<file path="config.mk">
export PLATFORM = sky130hd
export DESIGN_NAME = multiplier_arbiter_5
export DESIGN_NICKNAME = d
export VERILOG_FILES = /design/src/rtl/multiplier_arbiter_5.sv
export SDC_FILE = /design/constraint.sdc
export NUM_CORES = 1
export LEC_CHECK = 0
export ABC_AREA = 1
export BUFFER_PORTS_ARGS = -buffer_cell sky130_fd_sc_hd__buf_4
export CELL_PAD_IN_SITES_DETAIL_PLACEMENT = 2
export CELL_PAD_IN_SITES_GLOBAL_PLACEMENT = 2
export CORE_UTILIZATION = 31
export DETAILED_ROUTE_END_ITERATION = 10
export HOLD_SLACK_MARGIN = 0.05
export PLACE_DENSITY = 0.89
export SLEW_MARGIN = 5
export SYNTH_ARGS = -nofsm -noshare
export SYNTH_HDL_FRONTEND = slang
export SYNTH_SLANG_ARGS = --single-unit
export TNS_END_PERCENT = 10
</file>
<file path="constraint.sdc">
create_clock -name clk -period 3.9 [get_ports clk]
set_input_delay 1.17 -clock clk [delete_from_list [all_inputs] [get_ports clk]]
set_output_delay 1.17 -clock clk [all_outputs]
set_load 0.05 [all_outputs]
</file>
<file path="src/rtl/multiplier_arbiter_5.sv">
// -----------------------------------------------------------------------------
// multiplier_arbiter_5
//
// Shares one structural 5x5 signed multiplier among NUM_REQ requesters.
// One requester is granted at a time. Its operands are registered into the
// shared multiplier, and the settled product is registered. The result is
// then presented, tagged with the requester index, on a single valid/ready
// response channel.
//
// Sequence per transaction: IDLE (grant + operand capture) -> MUL (product
// capture) -> RESP (hold until rsp_ready). Best case is one product per
// 3 cycles.
//
// Build option:
//   MULT_ARB_FIXED_PRIORITY_EN  defined   -> the lowest index with
//                                            req_valid=1 always wins; no
//                                            round-robin pointer exists.
//                               undefined -> round-robin starting at rr_ptr
//                                            (default build).
//
// Ports:
//   clk        in   system clock, rising edge
//   reset_n    in   asynchronous active-low reset
//   req_valid  in   [NUM_REQ]    per-requester operand valid
//   req_ready  out  [NUM_REQ]    per-requester grant/accept, one-hot or zero
//   req_a      in   [5*NUM_REQ]  signed multiplicands, requester i at [5i+4:5i]
//   req_b      in   [5*NUM_REQ]  signed multipliers, same packing
//   rsp_valid  out  product valid
//   rsp_ready  in   consumer accepts product
//   rsp_p      out  [10]         signed product A*B
//   rsp_id     out  [ID_W]       index of the requester that issued the product
//   busy       out  high whenever the sequencer is not idle
// -----------------------------------------------------------------------------

// Structural 5x5 signed multiplier built from shifted partial products. The
// multiplier's MSB carries weight -16, so its partial product is subtracted.
// All sums wrap in 10 bits, and the true result always fits.
module multiplier_signed_5 (
    input  logic signed [4:0] i_a,
    input  logic signed [4:0] i_b,
    output logic signed [9:0] o_p
);

    logic signed [9:0] w_a_ext;
    logic signed [9:0] w_pp [5];

    assign w_a_ext = {{5{i_a[4]}}, i_a};

    for (genvar gi = 0; gi < 5; gi++) begin : g_pp
        assign w_pp[gi] = i_b[gi] ? (w_a_ext <<< gi) : 10'sd0;
    end

    assign o_p = w_pp[0] + w_pp[1] + w_pp[2] + w_pp[3] - w_pp[4];

endmodule

module multiplier_arbiter_5 #(
    parameter int NUM_REQ = 4,
    parameter int ID_W    = 2
) (
    input  logic                 clk,
    input  logic                 reset_n,
    input  logic [NUM_REQ-1:0]   req_valid,
    output logic [NUM_REQ-1:0]   req_ready,
    input  logic [5*NUM_REQ-1:0] req_a,
    input  logic [5*NUM_REQ-1:0] req_b,
    output logic                 rsp_valid,
    input  logic                 rsp_ready,
    output logic signed [9:0]    rsp_p,
    output logic [ID_W-1:0]      rsp_id,
    output logic                 busy
);

    typedef enum logic [1:0] {
        S_IDLE = 2'd0,
        S_MUL  = 2'd1,
        S_RESP = 2'd2
    } state_t;

    state_t              r_state;
    state_t              w_state_nxt;

    logic signed [4:0]   r_op_a;
    logic signed [4:0]   r_op_b;
    logic [ID_W-1:0]     r_id_q;
    logic signed [9:0]   r_rsp_p;
    logic [ID_W-1:0]     r_rsp_id;

    logic                w_gnt_found;
    logic [ID_W-1:0]     w_gnt_idx;
    logic                w_hs;
    logic signed [9:0]   w_prod;

    // Index base+k reduced modulo NUM_REQ: the requester visited k steps
    // after base in the circular search.
    function automatic logic [ID_W-1:0] wrap_idx(input int base, input int k);
        return ID_W'((base + k) % NUM_REQ);
    endfunction

`ifndef MULT_ARB_FIXED_PRIORITY_EN
    logic [ID_W-1:0]     r_rr_ptr;
`endif

    // Search for the first requesting index. In round-robin mode the search
    // starts at rr_ptr and wraps; in fixed-priority mode it starts at 0.
    always_comb begin
        w_gnt_found = 1'b0;
        w_gnt_idx   = '0;
        for (int k = 0; k < NUM_REQ; k++) begin
`ifdef MULT_ARB_FIXED_PRIORITY_EN
            if (!w_gnt_found && req_valid[wrap_idx(0, k)]) begin
                w_gnt_found = 1'b1;
                w_gnt_idx   = wrap_idx(0, k);
            end
`else
            if (!w_gnt_found && req_valid[wrap_idx(int'(r_rr_ptr), k)]) begin
                w_gnt_found = 1'b1;
                w_gnt_idx   = wrap_idx(int'(r_rr_ptr), k);
            end
`endif
        end
    end

    // A grant is only offered while idle and out of reset. Masking with
    // reset_n keeps req_ready low even though the state register already
    // reads IDLE during reset.
    assign w_hs = reset_n && (r_state == S_IDLE) && w_gnt_found;

    always_comb begin
        req_ready = '0;
        if (w_hs) begin
            req_ready[w_gnt_idx] = 1'b1;
        end
    end

    always_comb begin
        w_state_nxt = r_state;
        case (r_state)
            S_IDLE:  if (w_hs) w_state_nxt = S_MUL;
            S_MUL:   w_state_nxt = S_RESP;
            S_RESP:  if (rsp_ready) w_state_nxt = S_IDLE;
            default: w_state_nxt = S_IDLE;
        endcase
    end

    always_ff @(posedge clk or negedge reset_n) begin
        if (!reset_n) begin
            r_state  <= S_IDLE;
            r_op_a   <= '0;
            r_op_b   <= '0;
            r_id_q   <= '0;
            r_rsp_p  <= '0;
            r_rsp_id <= '0;
        end else begin
            r_state <= w_state_nxt;
            // Operands are sampled only on the handshake edge.
            if (w_hs) begin
                r_op_a <= req_a[5*int'(w_gnt_idx) +: 5];
                r_op_b <= req_b[5*int'(w_gnt_idx) +: 5];
                r_id_q <= w_gnt_idx;
            end
            // The multiplier has had a full cycle to settle from r_op_a/r_op_b.
            if (r_state == S_MUL) begin
                r_rsp_p  <= w_prod;
                r_rsp_id <= r_id_q;
            end
        end
    end

`ifndef MULT_ARB_FIXED_PRIORITY_EN
    always_ff @(posedge clk or negedge reset_n) begin
        if (!reset_n) begin
            r_rr_ptr <= '0;
        end else if (w_hs) begin
            r_rr_ptr <= wrap_idx(int'(w_gnt_idx), 1);
        end
    end
`endif

    multiplier_signed_5 u_mul (
        .i_a (r_op_a),
        .i_b (r_op_b),
        .o_p (w_prod)
    );

    assign rsp_valid = (r_state == S_RESP);
    assign rsp_p     = r_rsp_p;
    assign rsp_id    = r_rsp_id;
    assign busy      = (r_state != S_IDLE);

endmodule

</file>
==> results of run 1 <==
==> cells by family after synthesis <==
family | Yosys count | synth area share [%]
buf+inv | 83 | 12.9
flops | 28 | 24.4
simple gates | 212 | 37.0
compound gates | 23 | 4.49
fa+ha+maj | 33 | 19.3
xor+xnor | 6 | 1.83
==> path summary, 6_finish.rpt <==
| check | slack, ps | end | cells after the start | startpoint |
|---|---|---|---|---|
| worst max-delay path | 20 | req_ready[1] | 14 | req_valid[3] |
| worst min-delay path | 490 | rsp_p[3] | 2 | rsp_p[3] |
| worst max register to register | 250 | rsp_p[9] | 15 | r_op_a[2] |
| worst min register to register | 490 | rsp_p[3] | 2 | rsp_p[3] |
| max in group asynchronous | 2700 | r_op_b[4] | 2 | reset_n |
| min in group asynchronous | 890 | rsp_id[0] | 2 | reset_n |
==> cell usage in the layout, fill, tap and decap left out, drive strengths merged <==
cell type	count
bufinv	1
clkbuf	3
inv	75
nand4	1
a21oi	7
nand2	163
nor2	16
fa	19
ha	14
o21ai	13
buf	71
nor3	1
xor2	3
xnor2	3
nand3	25
nand3b	3
or2	3
clkinv	1
a31oi	1
o21bai	1
a21o	1
dfrtp	28
==> Yosys cell counts, types with 2 or more instances <==
cell type,number,area share [%]
inv_1,70,9.2
nand3_2,9,3.1
nand3b_1,3,0.78
nand2_2,18,3.9
xnor2_1,3,0.92
o21ai_0,12,2.1
nand2_4,7,2.7
nor2_1,12,1.6
inv_2,4,0.52
or2_1,2,0.44
nor2_8,2,1.4
buf_6,5,2.0
fa_1,19,13
xor2_1,3,0.92
ha_1,14,6.1
nand2_1,137,18
dfrtp_1,28,24
nand3_1,15,2.6
a21oi_1,6,1.0
==> per-layer routing <==
| layer | track usage, % | vias to the layer above | wire length [um] |
|---|---|---|---|
| met1 | 22.9 | 1255 | 3700 |
| li1 | - | 1276 | - |
| met3 | 2.15 | 2 | 181 |
| met2 | 33.5 | 47 | 4460 |
| met4 | 2.64 | 0 | 10 |
| met5 | 0 | - | 0 |
==> layout make-up <==
class / instances / area share [%]
Clock buffer: 3 / 1.16
Tap cell: 108 / 3.79
Timing Repair Buffer: 71 / 15.2
Clock inverter: 1 / 0.841
Inverter: 76 / 8.13
Sequential cell: 28 / 19.7
Multi-Input combinational cell: 274 / 51.1
==> worst reg2reg max path, stage by stage (launching register included) <==
cell and delay [ps]:
dfrtp_1 500, nand2_1 80, inv_1 80, fa_1 440, fa_1 540, inv_1 50
fa_1 510, fa_1 430, inv_1 100, a21oi_1 70, o21ai_0 220, nand2_1 110
nand2_1 80, a21oi_1 70, xor2_1 150, o21ai_0 150
==> registers in the layout (all words and copies together) (netlist names) <==
name      count
r_id_q        2
r_op_a        5
r_op_b        5
r_rr_ptr      2
r_state       2
rsp_id        2
rsp_p        10
==> through the flow <==
step	hold WS (ps)	setup slack (ps)
final	492	21.0
after global routing	525	-51.8
after CTS	498	29.0
after detailed placement	470	-34.9
after global placement	461	158
after floorplan	478	-147
==> repair_timing <==
| item | CTS | global route |
|---|---|---|
| setup endpoints to repair | 2 | 6 |
| setup buffers | 0 | 2 |
| pin swaps | 0 | 2 |
| gates resized for setup | 4 | 10 |
==> run_results.csv, run 1 <==
group,metric,value,unit
die,die_w,98.2,um
yosys,synth_cells,385,
yosys,seq_area_frac_synth,24.4,%
cells_and_area,multi_input_area,0.00183,sq mm
worst_setup_path,worst_ep_required_time,2730,ps
cells_and_area,seqCellArea,703,sq um
sta,min_period,3880,ps
worst_setup_path,cp.arrival,2710,ps
place,dpl.cell_count,555,
hold_path,hold_class,"reg -> reg",
worst_setup_path,crit_chain,"buf_4 > inv_1 > nand2_2 > nand3_2 > nand2_4 > nor2_8 > nand3_4 > nand2_4 > nand2_8 > inv_6 > ha_1 > inv_1 > nor2_2 > buf_6",
job,cap_violations,0,
clocking,cts.reportedPaths.clkPinSlew,100,ps
clocking,cts_buffer_depth,2,
yosys,synth_seq_cells,28,
yosys,syn_area,0.00287,sq mm
route,drtPass1Iterations,11,
yosys,yosys_most_used_dff,"dfrtp_1",
route,vias_per_cell,4.60,
global_route,grt_pass1_vias,2892,
worst_setup_path,max_stage_delay,180,ps
cells_and_area,fin_nets,534,
global_route,grt_max_degree,29,
die,rows,34,
sta,hold_viol,0,
clocking,tritoncts,"done",
sta,grt_setup_unrepaired,"true",
clocking,clock_latency,280,ps
route,wl,8350,um
clocking,holdBufCountCts,0,
clocking,cts_made_buffers,3,
route,postRouteAntennaNets,0,
yosys,yosysWarnings,0,
cells_and_area,drive_gt1_share,29.8,%
sta,setup_viol_count_final,0,
global_route,grt_pass1_wl,14000,um
worst_setup_path,crit_slowest_cell,"buf_6",
clocking,h-tree-depth,1,
sta,finalSetupTns,0,ps
sta,worstMarginPinSlew,578,ps
global_route,antenna_found_initial,0,
die,ios,65,
die,die_h,98.2,um
yosys,synth_edf_count,0,
run_status,violations,"design-rule violations",
yosys,synth.net_count,465,
yosys,synth_cell_type_count,35,
sta,skew,3.82,ps
cells_and_area,utilization,40.3,%
worst_setup_path,cp.buffers_inverters,5,
clocking,clock_sinks,28,
cells_and_area,fin_area,0.00357,sq mm
clocking,cts-root-buf,"clkbuf_8",
worst_setup_path,worstPathMaxFanout,5,
route,drt_iter0_drc,62,
cells_and_area,nFillCells,1071,
yosys,syn_avg_cell_area,7.46,sq um
worst_setup_path,worstSetupPathType,"in -> out",
worst_setup_path,worst_path_dominant_cell_family,"simple AND/OR/NAND/NOR gates",
die,initial_core_util,32.5,%
die,die_area,0.00965,sq mm
cells_and_area,antennaDiodeCount,0,
run_status,outcome,"complete, but fails checks",
place,gp_congestion,0.857,
route,vias,2580,
cells_and_area,final_cell_count_no_fill,561,
route,post_drt_wl_per_cell,14.9,um
yosys,async_flop_share,100,%
sta,maxSlewHeadroom,61.3,%
global_route,globalRouteOverflowTotal,0,
place,port-buffer-count,64,
cells_and_area,area_delta_synth_final,24.3,%
sta,fmax,0.258,GHz
place,post_dp_cell_area,0.00345,sq mm
worst_setup_path,cp-start-kind,"input port",
die,core-area,0.00885,sq mm
global_route,grt_usage,18.1,%
place,dp_hpwl,6890,um
sta,min_period_over_period,99.5,%
route,remaining_drc_errors,1,
sta,slew_violations,0,
worst_setup_path,crit_path_end_kind,"output pin",
Power of run 1 is not shown: default switching activity piles up to over one toggle a cycle in this logic, so the estimate is an artifact.
==> run 2, diff against run 1 <==
Settings changed: CORE_MARGIN set to 3.
==> run 2 against run 1 <==
The flow now finishes without violations; critical path depth down 2; design area down 1.1%; via count up 0.81%; cell count down 0.18%; worst setup slack better by 9.1 ps; hold slack worse by 5.8 ps; non-clock buffer count down 1; critical endpoint unchanged.
==> run_results.csv, run 2 (synthesized netlist as in run 1, its figures left out) <==
group,metric,value,unit
place,post_dp_cell_area,0.00345,sq mm
die,initial_core_util,32.5,%
die,core-area,0.00885,sq mm
global_route,globalRouteOverflowTotal,0,
sta,min_period,3870,ps
sta,min_period_over_period,99.2,%
die,die_h,102,um
sta,slew_violations,0,
worst_setup_path,crit_chain,"buf_4 > inv_1 > nand2_1 > nand3_1 > nand2_1 > inv_2 > nand4_1 > nand2_4 > ha_1 > inv_1 > nor2_1 > buf_6",
global_route,antenna_found_initial,0,
route,post_drt_wl_per_cell,15.3,um
place,dp_worst_setup_slack,26.6,ps
place,gp_congestion,0.820,
die,die_w,102,um
route,vias_per_cell,4.64,
cells_and_area,fin_area,0.00353,sq mm
clocking,tritoncts,"done",
hold_path,hold_depth,2,
worst_setup_path,cp-start-kind,"input port",
clocking,h-tree-depth,1,
global_route,grt_usage,17.0,%
worst_setup_path,crit_path_end_kind,"output pin",
route,wl,8580,um
sta,fmax,0.258,GHz
sta,skew,4.40,ps
route,postRouteAntennaNets,0,
hold_path,hold_class,"reg -> reg",
worst_setup_path,crit_slowest_cell,"nand2_4",
worst_setup_path,cp.buffers_inverters,5,
worst_setup_path,worstSetupPathType,"in -> out",
cells_and_area,antennaDiodeCount,0,
clocking,cts-root-buf,"clkbuf_8",
global_route,grt_max_degree,29,
clocking,holdBufCountCts,0,
cells_and_area,drive_gt1_share,28.3,%
sta,setup_viol_count_final,0,
die,die_area,0.0105,sq mm
clocking,clock_latency,280,ps
global_route,grt_pass1_vias,2908,
sta,finalWorstSetupSlack,30.1,ps
die,rows,34,
run_status,outcome,"complete, no violations",
cells_and_area,largest_register_ffs,10,
route,vias,2601,
clocking,cts_buffer_depth,2,
sta,finalSetupTns,0,ps
cells_and_area,seqCellArea,702,sq um
worst_setup_path,cp.depth,12,
place,dp_hpwl,7260,um
clocking,cts_made_buffers,3,
worst_setup_path,r2r_cells,15,
cells_and_area,mostFrequentLayoutCells,"nand2_1, inv_1, buf_4, dfrtp_1, nand2_2",
clocking,cts.reportedPaths.clkPinSlew,110,ps
worst_setup_path,cp.arrival,2700,ps
cells_and_area,mostFrequentLayoutCell,"nand2_1",
sta,maxSlewHeadroom,58.8,%
clocking,clock_sinks,28,
die,ios,65,
job,cap_violations,0,
route,remaining_drc_errors,0,
cells_and_area,nFillCells,1063,
route,drt_iter0_drc,59,
global_route,grt_pass1_wl,14400,um
worst_setup_path,max_stage_delay,180,ps
worst_setup_path,worstPathMaxFanout,6,
route,drtPass1Iterations,4,
sta,hold_viol,0,
sta,worstMarginPinSlew,615,ps
cells_and_area,area_delta_synth_final,23.0,%
cells_and_area,fin_nets,533,
cells_and_area,utilization,39.9,%
cells_and_area,multi_input_area,0.00181,sq mm
sta,grt_setup_unrepaired,"true",
worst_setup_path,worst_ep_required_time,2730,ps
worst_setup_path,worst_path_dominant_cell_family,"simple AND/OR/NAND/NOR gates",
place,port-buffer-count,64,
==> run 2: final timing paths <==
kind | startpoint | to | slack, ps
max | req_valid[2] | req_ready[1] | 30
min | rsp_p[3] | rsp_p[3] | 490
max reg2reg | r_op_b[3] | rsp_p[8] | 270
min reg2reg | rsp_p[3] | rsp_p[3] | 490
max in group asynchronous | reset_n | r_op_a[0] | 2710
min in group asynchronous | reset_n | rsp_p[1] | 890
==> run 2: worst min-delay path, stage by stage (launching register included) <==
cell	delay [ps]
dfrtp_1	360
nand2_1	60
nand2_1	50
==> run 2: cell type report <==
| class | instances | share of cell area (%) |
|---|---|---|
| flip-flops and latches | 28 | 19.9 |
| inverters | 76 | 8.29 |
| well taps | 108 | 3.83 |
| clock buffers | 4 | 1.56 |
| repair buffers | 70 | 15.2 |
| multi-input cells | 274 | 51.3 |
==> run 2: what timing repair did <==
action / in CTS / in global routing
hold endpoints to repair: 0 / 0
endpoints found under the setup margin: 0 / 5
buffers inserted: 0 / 1
resized for setup: 0 / 10
==> run 2: per-stage QoR <==
| stage | hold WS, ps | cells |
|---|---|---|
| after floorplan | 478 | 385 |
| after global placement | 459 | 555 |
| after detailed placement | 467 | 555 |
| after CTS | 495 | 559 |
| after global routing | 529 | 560 |
| final | 487 | 560 |
==> run 2: routing by layer <==
metal / wire (um) / share of wire [%] / global-route usage, %
met5: 0 / 0 / 0
met4: 23 / 0.27 / 1.21
met3: 198 / 2.3 / 1.02
met2: 4590 / 54 / 32.9
met1: 3770 / 44 / 21.7
Power of run 2 is left out for the same reason.
==> run 3, diff against run 2 <==
Settings changed: ABC_AREA 1 to unset, CORE_UTILIZATION 31 to 33, CTS_BUF_LIST set to sky130_fd_sc_hd__clkbuf_4 sky130_fd_sc_hd__clkbuf_8 sky130_fd_sc_hd__clkbuf_16.
==> run 3 against run 2 <==
Global-route usage grew 0.18 points; synthesized cell count shrank 37%; largest cell class unchanged; via count shrank 24%; first-iteration DRC count shrank 32%.
==> run_results.csv, run 3 <==
group,metric,value,unit
run_status,outcome,"complete, no violations",
sta,finalSetupTns,0,ps
yosys,synth_cell_type_count,40,
route,vias,1983,
cells_and_area,mostFrequentLayoutCells,"buf_4, nand2_1, inv_1, dfrtp_1, mux2i_1",
route,wl,6930,um
route,drtPass1Iterations,4,
clocking,clock_sinks,28,
place,gp_congestion,0.776,
sta,min_period,3810,ps
route,remaining_drc_errors,0,
job,cap_violations,0,
cells_and_area,area_delta_synth_final,26.8,%
place,port-buffer-count,64,
die,initial_core_util,35.2,%
hold_path,hold_class,"reg -> reg",
cells_and_area,fin_nets,390,
yosys,synth_cells,241,
cells_and_area,drive_gt1_share,31.1,%
clocking,post_cts_resized,0,
route,drt_iter0_drc,40,
cells_and_area,mostFrequentLayoutCell,"buf_4",
clocking,cts_buffer_depth,2,
cells_and_area,antennaDiodeCount,0,
yosys,synth_top_cell_by_area,"dfrtp_1",
cells_and_area,nFillCells,779,
place,dp_hpwl,5730,um
global_route,grt_usage,17.2,%
yosys,async_flop_share,100,%
yosys,synth_edf_count,0,
worst_setup_path,cp.arrival,2640,ps
die,core-area,0.00702,sq mm
sta,slew_violations,0,
global_route,globalRouteOverflowTotal,0,
yosys,syn_area,0.00247,sq mm
global_route,grt_pass1_vias,2367,
die,die_w,92.5,um
die,rows,30,
yosys,seq_area_frac_synth,28.4,%
die,die_area,0.00856,sq mm
worst_setup_path,crit_chain,"buf_4 > nor2b_1 > o21ai_1 > o211ai_1 > inv_1 > ha_1 > and2_1 > buf_4",
die,die_h,92.5,um
yosys,yosysMostFrequentCell,"nand2_1",
global_route,grt_max_degree,29,
yosys,synth_seq_cells,28,
worst_setup_path,r2r_slack,290,ps
worst_setup_path,cp-start-kind,"input port",
clocking,tritoncts,"done",
sta,maxSlewHeadroom,45.7,%
clocking,cts_made_buffers,3,
die,ios,65,
clocking,cts.reportedPaths.clkPinSlew,100,ps
sta,fmax,0.262,GHz
sta,skew,5.94,ps
clocking,post_cts_buffers,0,
yosys,synth.net_count,321,
yosys,yosysWarnings,0,
worst_setup_path,crit_slowest_cell,"nor2b_1",
yosys,yosys_most_used_dff,"dfrtp_1",
global_route,antenna_found_initial,0,
worst_setup_path,max_stage_delay,260,ps
route,post_drt_wl_per_cell,17.1,um
yosys,yosys-top-cells-area,"dfrtp_1, fa_1, mux2i_1",
clocking,cts-root-buf,"clkbuf_8",
clocking,clock_latency,290,ps
cells_and_area,largest_register_ffs,10,
sta,setup_viol_count_final,0,
yosys,synth_common_cells,"nand2_1, inv_1, dfrtp_1, mux2i_1, fa_1",
worst_setup_path,worstPathMaxFanout,4,
worst_setup_path,worstSetupPathType,"in -> out",
yosys,syn_avg_cell_area,10.3,sq um
global_route,grt_pass1_wl,11700,um
worst_setup_path,crit_top_cell,"buf_4",
sta,min_period_over_period,97.7,%
route,postRouteAntennaNets,0,
route,vias_per_cell,4.90,
worst_setup_path,worst_ep_required_time,2730,ps
sta,whs,501,ps
sta,worstMarginPinSlew,815,ps
yosys,synth_top_area_share,28.4,%
worst_setup_path,crit_path_end_kind,"output pin",
clocking,h-tree-depth,1,
clocking,holdBufCountCts,0,
sta,hold_viol,0,
## run 3: worst paths after layout
check                               endpoint  cells past startpoint    startpoint
worst max-delay path            req_ready[1]                      8  req_valid[2]
worst min-delay path                rsp_p[7]                      1      rsp_p[7]
worst max register to register      rsp_p[9]                     11     r_op_a[1]
worst min register to register      rsp_p[7]                      1      rsp_p[7]
max in group asynchronous          r_op_b[3]                      2       reset_n
min in group asynchronous          rsp_id[1]                      2       reset_n
## run 3: through the flow
step / setup WS (ps) / instance area (sq um) / std cells / utilization, %
2_1_floorplan: 226 / 2470 / 241 / -
3_3_place_gp: 187 / 3050 / 399 / 43.4
3_5_place_dp: 48.6 / 3050 / 399 / 43.4
4_1_cts: 40.0 / 3120 / 403 / 44.4
5_1_grt: -54.1 / 3130 / 405 / 44.7
6_report: 88.2 / 3130 / 405 / 44.7
## run 3: per-layer routing
metal | GRT usage, % | part of all wire, %
met5 | 0 | 0
met4 | 5.20 | 1.5
met3 | 2.11 | 4.3
met2 | 32.8 | 55
met1 | 19.9 | 39
## run 3: cells by family (layout without fill, tap and decap cells)
family                     Yosys count  after routing  share of synthesized area [%]
and+or+nand+nor                     70             70                           13.9
adders and majority gates           33             33                           22.5
xor gates and xnor gates             8              8                           2.84
muxes                               25             25                           10.3
AOI/OAI and AO/OA                   34             34                           14.3
buffers and inverters               43            111                           7.80
DFF                                 28             28                           28.4
## run 3: final cells by class
type,count,area [sq um],share of cell area [%]
clock buffers,3,41.3,1.32
well taps,96,120,3.83
inverters,37,139,4.43
flip-flops and latches,28,701,22.4
clock inverters,1,30.0,0.958
multi-input cells,170,1580,50.3
repair buffers,70,526,16.8
## run 3: critical path: cells and delay by family
kind	cells	cell delay [ps]
AND/OR/NAND/NOR	2	400
AO/OA/AOI/OAI	2	340
buffers and inverters	3	490
adder cells (fa/ha/maj)	1	230
Power of run 3 is left out for the same reason.
